==> config.mk <==
export PLATFORM = sky130hd
export DESIGN_NAME = ray_column_scheduler
export DESIGN_NICKNAME = d
export VERILOG_FILES = /design/src/rtl/raycast_pkg.sv /design/src/rtl/ray_hit_select.sv /design/src/rtl/ray_column_scheduler.sv
export SDC_FILE = /design/constraint.sdc
export NUM_CORES = 2
export LEC_CHECK = 0
export ABC_AREA = 1
export CAP_MARGIN = 20
export CORE_ASPECT_RATIO = 0.5
export CORE_MARGIN = 5
export CORE_UTILIZATION = 40
export DETAILED_ROUTE_END_ITERATION = 12
export SYNTH_ARGS = -nofsm -noshare
export SYNTH_HDL_FRONTEND = slang
export SYNTH_SLANG_ARGS = --single-unit
==> constraint.sdc <==
create_clock -name clock -period 22.4 [get_ports clock]
set_input_delay 2.24 -clock clock [delete_from_list [all_inputs] [get_ports clock]]
set_output_delay 2.24 -clock clock [all_outputs]
set_load 0.1 [all_outputs]
==> src/rtl/raycast_pkg.sv <==
// Shared widths, angle constants and scheduler state encoding for the raycaster.
package raycast_pkg;

  localparam int COORD_W = 13;
  localparam int DX_W    = 14;
  localparam int ANGLE_W = 19;
  localparam int DEG_W   = 10;
  localparam int COL_W   = 10;
  localparam int DIST_W  = 28;

  // 360 degrees in 1/1024-degree units
  localparam logic [ANGLE_W-1:0] ANGLE_FULL  = 19'd368640;
  localparam logic [DIST_W-1:0]  DIST_NO_HIT = '1;

  typedef enum logic [2:0] {
    S_IDLE   = 3'd0,
    S_LAUNCH = 3'd1,
    S_WAIT   = 3'd2,
    S_SELECT = 3'd3,
    S_OUTPUT = 3'd4
  } sched_state_t;

  // Modular add; valid while both operands are below ANGLE_FULL.
  function automatic logic [ANGLE_W-1:0] angle_add(input logic [ANGLE_W-1:0] ang,
                                                   input logic [ANGLE_W-1:0] step);
    logic [ANGLE_W:0] sum;
    sum = {1'b0, ang} + {1'b0, step};
    if (sum >= {1'b0, ANGLE_FULL}) sum = sum - {1'b0, ANGLE_FULL};
    return sum[ANGLE_W-1:0];
  endfunction

endpackage

==> src/rtl/ray_hit_select.sv <==
// Combinational nearer-hit selection between the horizontal and vertical finder results.
module ray_hit_select
  import raycast_pkg::*;
(
  input  logic signed [COORD_W-1:0] player_x,
  input  logic signed [COORD_W-1:0] player_y,
  input  logic signed [COORD_W-1:0] h_wall_x,
  input  logic signed [COORD_W-1:0] h_wall_y,
  input  logic                      h_found,
  input  logic signed [COORD_W-1:0] v_wall_x,
  input  logic signed [COORD_W-1:0] v_wall_y,
  input  logic                      v_found,
  output logic [DIST_W-1:0]         h_dist_sq,
  output logic [DIST_W-1:0]         v_dist_sq,
  output logic                      v_wins,
  output logic                      hit,
  output logic signed [COORD_W-1:0] wall_x,
  output logic signed [COORD_W-1:0] wall_y
);

  logic signed [DX_W-1:0]   hdx, hdy, vdx, vdy;
  logic signed [DIST_W-1:0] hdx_e, hdy_e, vdx_e, vdy_e;

  // 14-bit differences cannot overflow for 13-bit signed operands
  assign hdx = DX_W'(h_wall_x) - DX_W'(player_x);
  assign hdy = DX_W'(h_wall_y) - DX_W'(player_y);
  assign vdx = DX_W'(v_wall_x) - DX_W'(player_x);
  assign vdy = DX_W'(v_wall_y) - DX_W'(player_y);

  assign hdx_e = DIST_W'(hdx);
  assign hdy_e = DIST_W'(hdy);
  assign vdx_e = DIST_W'(vdx);
  assign vdy_e = DIST_W'(vdy);

  assign h_dist_sq = $unsigned(hdx_e * hdx_e + hdy_e * hdy_e);
  assign v_dist_sq = $unsigned(vdx_e * vdx_e + vdy_e * vdy_e);

  // Ties go to the horizontal finder
  assign v_wins = v_found && (!h_found || (v_dist_sq < h_dist_sq));
  assign hit    = h_found || v_found;
  assign wall_x = v_wins ? v_wall_x : (h_found ? h_wall_x : '0);
  assign wall_y = v_wins ? v_wall_y : (h_found ? h_wall_y : '0);

endmodule

==> src/rtl/ray_column_scheduler.sv <==
// Per-frame column sweep: launches both wall finders, keeps the nearer hit, streams records.
// Optional WAIT watchdog is enabled by defining RAYCAST_WATCHDOG_EN.
module ray_column_scheduler
  import raycast_pkg::*;
#(
  parameter int NUM_COLS        = 320,
  parameter int ANGLE_STEP      = 192,
  parameter int HALF_FOV        = 30720,
  parameter int WATCHDOG_CYCLES = 4096
) (
  input  logic                      clock,
  input  logic                      reset,
  input  logic                      start_frame,
  input  logic signed [COORD_W-1:0] player_x,
  input  logic signed [COORD_W-1:0] player_y,
  input  logic [DEG_W-1:0]          player_angle_X,
  input  logic [DEG_W-1:0]          player_angle_Y,
  output logic [DEG_W-1:0]          alpha_X,
  output logic [DEG_W-1:0]          alpha_Y,
  output logic                      begin_calc,
  input  logic signed [COORD_W-1:0] h_wall_x,
  input  logic signed [COORD_W-1:0] h_wall_y,
  input  logic                      h_wall_found,
  input  logic                      h_end_calc,
  input  logic signed [COORD_W-1:0] v_wall_x,
  input  logic signed [COORD_W-1:0] v_wall_y,
  input  logic                      v_wall_found,
  input  logic                      v_end_calc,
  output logic                      col_valid,
  input  logic                      col_ready,
  output logic [COL_W-1:0]          col_index,
  output logic signed [COORD_W-1:0] col_wall_x,
  output logic signed [COORD_W-1:0] col_wall_y,
  output logic                      col_hit,
  output logic                      col_vert,
  output logic [DIST_W-1:0]         col_dist_sq,
  output logic                      busy,
  output logic                      frame_done,
  output logic                      timeout_err,
  output logic [2:0]                state_dbg
);

  localparam logic [ANGLE_W:0]   HALF_FOV_V = (ANGLE_W + 1)'(HALF_FOV);
  localparam logic [ANGLE_W-1:0] STEP_V     = ANGLE_W'(ANGLE_STEP);
  localparam logic [COL_W-1:0]   LAST_COL   = COL_W'(NUM_COLS - 1);

  // Handshake: a record transfers on a rising clock edge where col_valid && col_ready;
  // col_valid never drops and the col_* fields never change until that transfer.

  sched_state_t state, state_nxt;

  logic signed [COORD_W-1:0] px_r, py_r;
  logic [ANGLE_W-1:0]        ang_r, init_ang;
  logic [ANGLE_W:0]          player_ang;
  logic [COL_W-1:0]          col_r;
  logic                      h_done, v_done;
  logic signed [COORD_W-1:0] hx_r, hy_r, vx_r, vy_r;
  logic                      hf_r, vf_r;
  logic                      wd_expired;
  logic                      both_done;

  logic [DIST_W-1:0]         sel_h_dist, sel_v_dist;
  logic                      sel_v_wins, sel_hit;
  logic signed [COORD_W-1:0] sel_x, sel_y;

  assign player_ang = {player_angle_X, player_angle_Y};
  assign init_ang   = (player_ang >= HALF_FOV_V)
                    ? ANGLE_W'(player_ang - HALF_FOV_V)
                    : ANGLE_W'(player_ang + {1'b0, ANGLE_FULL} - HALF_FOV_V);

  assign both_done = (h_done || h_end_calc) && (v_done || v_end_calc);

  ray_hit_select u_hit_select (
    .player_x  (px_r),
    .player_y  (py_r),
    .h_wall_x  (hx_r),
    .h_wall_y  (hy_r),
    .h_found   (hf_r),
    .v_wall_x  (vx_r),
    .v_wall_y  (vy_r),
    .v_found   (vf_r),
    .h_dist_sq (sel_h_dist),
    .v_dist_sq (sel_v_dist),
    .v_wins    (sel_v_wins),
    .hit       (sel_hit),
    .wall_x    (sel_x),
    .wall_y    (sel_y)
  );

  always_ff @(posedge clock or posedge reset) begin
    if (reset) state <= S_IDLE;
    else       state <= state_nxt;
  end

  always_comb begin
    state_nxt = state;
    case (state)
      S_IDLE:   if (start_frame) state_nxt = S_LAUNCH;
      S_LAUNCH: state_nxt = S_WAIT;
      S_WAIT:   if (both_done || wd_expired) state_nxt = S_SELECT;
      S_SELECT: state_nxt = S_OUTPUT;
      S_OUTPUT: if (col_ready) state_nxt = (col_r == LAST_COL) ? S_IDLE : S_LAUNCH;
      default:  state_nxt = S_IDLE;
    endcase
  end

  always_ff @(posedge clock or posedge reset) begin
    if (reset) begin
      px_r        <= '0;
      py_r        <= '0;
      ang_r       <= '0;
      col_r       <= '0;
      h_done      <= 1'b0;
      v_done      <= 1'b0;
      hx_r        <= '0;
      hy_r        <= '0;
      vx_r        <= '0;
      vy_r        <= '0;
      hf_r        <= 1'b0;
      vf_r        <= 1'b0;
      col_wall_x  <= '0;
      col_wall_y  <= '0;
      col_hit     <= 1'b0;
      col_vert    <= 1'b0;
      col_dist_sq <= DIST_NO_HIT;
      frame_done  <= 1'b0;
    end else begin
      frame_done <= 1'b0;
      case (state)
        S_IDLE: if (start_frame) begin
          px_r  <= player_x;
          py_r  <= player_y;
          ang_r <= init_ang;
          col_r <= '0;
        end
        S_LAUNCH: begin
          h_done <= 1'b0;
          v_done <= 1'b0;
          hf_r   <= 1'b0;
          vf_r   <= 1'b0;
        end
        S_WAIT: begin
          // A finder left undone at watchdog expiry keeps found=0 from LAUNCH
          if (h_end_calc && !h_done) begin
            h_done <= 1'b1;
            hx_r   <= h_wall_x;
            hy_r   <= h_wall_y;
            hf_r   <= h_wall_found;
          end
          if (v_end_calc && !v_done) begin
            v_done <= 1'b1;
            vx_r   <= v_wall_x;
            vy_r   <= v_wall_y;
            vf_r   <= v_wall_found;
          end
        end
        S_SELECT: begin
          col_wall_x  <= sel_x;
          col_wall_y  <= sel_y;
          col_hit     <= sel_hit;
          col_vert    <= sel_v_wins;
          col_dist_sq <= !sel_hit ? DIST_NO_HIT : (sel_v_wins ? sel_v_dist : sel_h_dist);
        end
        S_OUTPUT: if (col_ready) begin
          if (col_r == LAST_COL) begin
            frame_done <= 1'b1;
          end else begin
            col_r <= col_r + 1'b1;
            ang_r <= angle_add(ang_r, STEP_V);
          end
        end
        default: ;
      endcase
    end
  end

`ifdef RAYCAST_WATCHDOG_EN
  localparam int WD_W = $clog2(WATCHDOG_CYCLES + 1);
  logic [WD_W-1:0] wd_cnt;
  logic            timeout_r;

  assign wd_expired  = (state == S_WAIT) && (wd_cnt == WD_W'(WATCHDOG_CYCLES - 1));
  assign timeout_err = timeout_r;

  always_ff @(posedge clock or posedge reset) begin
    if (reset) begin
      wd_cnt    <= '0;
      timeout_r <= 1'b0;
    end else begin
      if (state == S_LAUNCH)    wd_cnt <= '0;
      else if (state == S_WAIT) wd_cnt <= wd_cnt + 1'b1;
      if (state == S_IDLE && start_frame) timeout_r <= 1'b0;
      else if (wd_expired && !both_done)  timeout_r <= 1'b1;
    end
  end
`else
  assign wd_expired  = 1'b0;
  assign timeout_err = 1'b0;
`endif

  assign alpha_X    = DEG_W'(ang_r[ANGLE_W-1:10]);
  assign alpha_Y    = ang_r[9:0];
  assign begin_calc = (state == S_LAUNCH);
  assign col_valid  = (state == S_OUTPUT);
  assign col_index  = col_r;
  assign busy       = (state != S_IDLE);
  assign state_dbg  = state;

endmodule

==> metrics <==
CP Launch Type register; clock root cell clkbuf_16; Slew Limit Fails 0; Synth Flop Type dfrtp_1; postcts setup bufs 0; grt total ovfl 0; sequential share of the synthesized area 0.113; Max-Cap Viols 0; synth warn 0; first-pass GRT wire length roughly 180000 µm; ant diodes 0; TritonCTS clock tree yes; Ports 200; type of the most critical hold path register to register; Setup WS post-layout ~11000 ps; Gate Count Post-Synth between 4000 and 5000; CP Class register to register; Hold Vio Cnt, Final 0; final setup violation count 0; endpoint class of the critical path register; vias in the first global route ~31000; DP Wirelength 94300 µm; first-pass iteration count of the detailed router 6; CP Max Fanout 41; Async S/R FF share, synth 1.00; cell area after synthesis 38000 µm²; clock sinks roughly 170; Max Clock Freq ~0.085 GHz; drt total wl ~110000 µm; Worst path slowest cell a21boi_4; Avg Inst Size Synth a little under 9 µm²; RD Place Congestion approximately 0.92; Post-layout nets around 5800; Die Wd about 450 µm; Slew headroom 0.217; clk_lat worst skew 460 ps; Place WS roughly 10000 ps; Layout area overhead 10.5%; CTS Buf Count 17; initial drt markers between 1500 and 2000; Die Y 228 µm; post-synthesis register bit count ~170; RSZ-0062 raised after global routing no; top post-synthesis cells by area fa_1 42%, inv_1 11%, ha_1 10%; Die ar. 102000 µm²; Data arrival, critical path around 12000 ps; DRC Markers 0; initial antenna violation count 0; CP required between 20000 and 25000 ps; slew at the pin with the worst max-slew slack 1170 ps; Crit path top cell by count fa_1; DR vias 28800; Initial Util 0.406; Final Core Density 0.449; biggest area consumer among synthesized cells fa_1; Post-CTS Hold Buffers 0; # rows 79; largest net degree at the start of global routing 73; Wirelength per Cell about 19 µm; Total Routing Usage GR 0.220; fin crit period 11710 ps; # resized after CTS 0; Clock transition at path regs 70 ps; Setup TNS Final 0 ps; Clock Path Buffers 2; H-tree levels 4; ANT nets after route 0; Clock Skews 20.6 ps; core area 93600 µm²; Synth cell types 62; fraction of layout cells with a size suffix above 1 0.0483; number of synthesized flops with an enable pin 0; Critical Path Max Stage Delay a little over 800 ps; IO buf count roughly 200; status finished, final reports clean; Vias/cell between 4 and 5; Synth top area share 0.421; fin crit share 0.523
## synth_stat cells (34+ instances only)
master,instances
inv_1,1101
fa_1,800
nand2_1,667
nor2_1,441
ha_1,317
a21oi_1,197
dfrtp_1,143
nand3_1,97
o21ai_0,88
xor2_1,62
clkbuf_1,40
inv_2,39
xnor2_1,34
## cells in the final DEF (no fill, tap or decap), types with 4 or more instances in the layout
| cell | count |
|---|---|
| clkbuf_16 | 17 |
| or2_1 | 12 |
| inv_6 | 6 |
| ha_1 | 317 |
| fa_1 | 800 |
| a22oi_1 | 4 |
| dfrtp_1 | 143 |
| a21o_1 | 10 |
| nand3b_1 | 9 |
| nor3_2 | 8 |
| nand2_4 | 5 |
| nand4_1 | 20 |
| nand2_2 | 6 |
| xor2_1 | 62 |
| conb_1 | 4 |
| o21bai_1 | 16 |
| o21a_1 | 4 |
| a21oi_1 | 197 |
| clkdlybuf4s50_1 | 195 |
| o31ai_1 | 8 |
| nor3_1 | 16 |
| inv_2 | 39 |
| or2_2 | 12 |
| a31oi_1 | 4 |
| inv_1 | 1100 |
| nand2_1 | 667 |
| o211ai_1 | 28 |
| dfstp_2 | 28 |
| o21ai_1 | 29 |
| o21ai_0 | 88 |
| nor4_1 | 9 |
| xnor2_1 | 34 |
| nand3_1 | 96 |
| buf_4 | 28 |
| mux2_2 | 22 |
| nor2_2 | 16 |
| nor2_1 | 441 |
## logic make-up (layout without fill, tap and decap cells)
group | after synthesis | count (layout) | synth area share
fa+ha+maj | 1117 | 1117 | 0.526
mux | 22 | 22 | 0.00652
xor+xnor | 102 | 102 | 0.0253
buf+inv | 1223 | 1399 | 0.123
compound gates | 408 | 408 | 0.0610
other cells | 1 | 4 | 0.0000986
simple gates | 1329 | 1329 | 0.145
flops | 171 | 171 | 0.113
## through the flow
stage	hold slack [ps]	cells	instance area, µm²
after floorplan	470	4376	38000
after global placement	455	5774	41400
after detailed placement	463	5774	41400
after CTS	481	5805	42000
after global routing	500	5807	42000
final	478	5807	42000
## worst paths after layout
kind,depth (start not counted),to,slack (ps),startpoint
worst max-delay path,39,col_dist_sq[24]$_DFFE_PP1P_,10690,py_r[1]$_DFFE_PP0P_
worst min-delay path,2,ang_r[3]$_DFFE_PP0P_,480,ang_r[3]$_DFFE_PP0P_
worst max register to register,39,col_dist_sq[24]$_DFFE_PP1P_,10690,py_r[1]$_DFFE_PP0P_
worst min register to register,2,ang_r[3]$_DFFE_PP0P_,480,ang_r[3]$_DFFE_PP0P_
max in group asynchronous,3,py_r[3]$_DFFE_PP0P_,18990,reset
min in group asynchronous,2,ang_r[7]$_DFFE_PP0P_,2140,reset
## area by class of cell
type                    instances  area [µm²]
flip-flops and latches        171        4310
clock buffers                  17         425
repair buffers                225        2190
multi-input cells            2982       29100
well taps                    1255        1570
fillers                      9123       51600
inverters                    1143        4300
clock inverters                14         155
## sequential cells by signal (all words and copies together), names as in the netlist, 3 cells and up
register,flops
col_dist_sq,28
ang_r,19
col_wall_x,13
col_wall_y,13
hx_r,13
hy_r,13
px_r,13
py_r,13
vx_r,13
vy_r,13
col_index,10
state_dbg,3
## metal layers
metal / share of wire / track usage / up-vias
li1: - / - / 13300
met1: 0.42 / 0.289 / 14600
met2: 0.49 / 0.385 / 761
met3: 0.045 / 0.0203 / 172
met4: 0.036 / 0.0711 / 0
met5: 0 / 0 / -
## critical path, delay by kind of cell (launching register included)
family | cells | cell delay, ps
adder cells (fa/ha/maj) | 11 | 5070
XOR/XNOR | 1 | 560
flip-flops | 1 | 440
buffers and inverters | 5 | 910
AO/OA/AOI/OAI | 8 | 2010
AND/OR/NAND/NOR | 14 | 2600
Power is not shown: default switching activity piles up to over one toggle a cycle in this logic, so the estimate is an artifact.
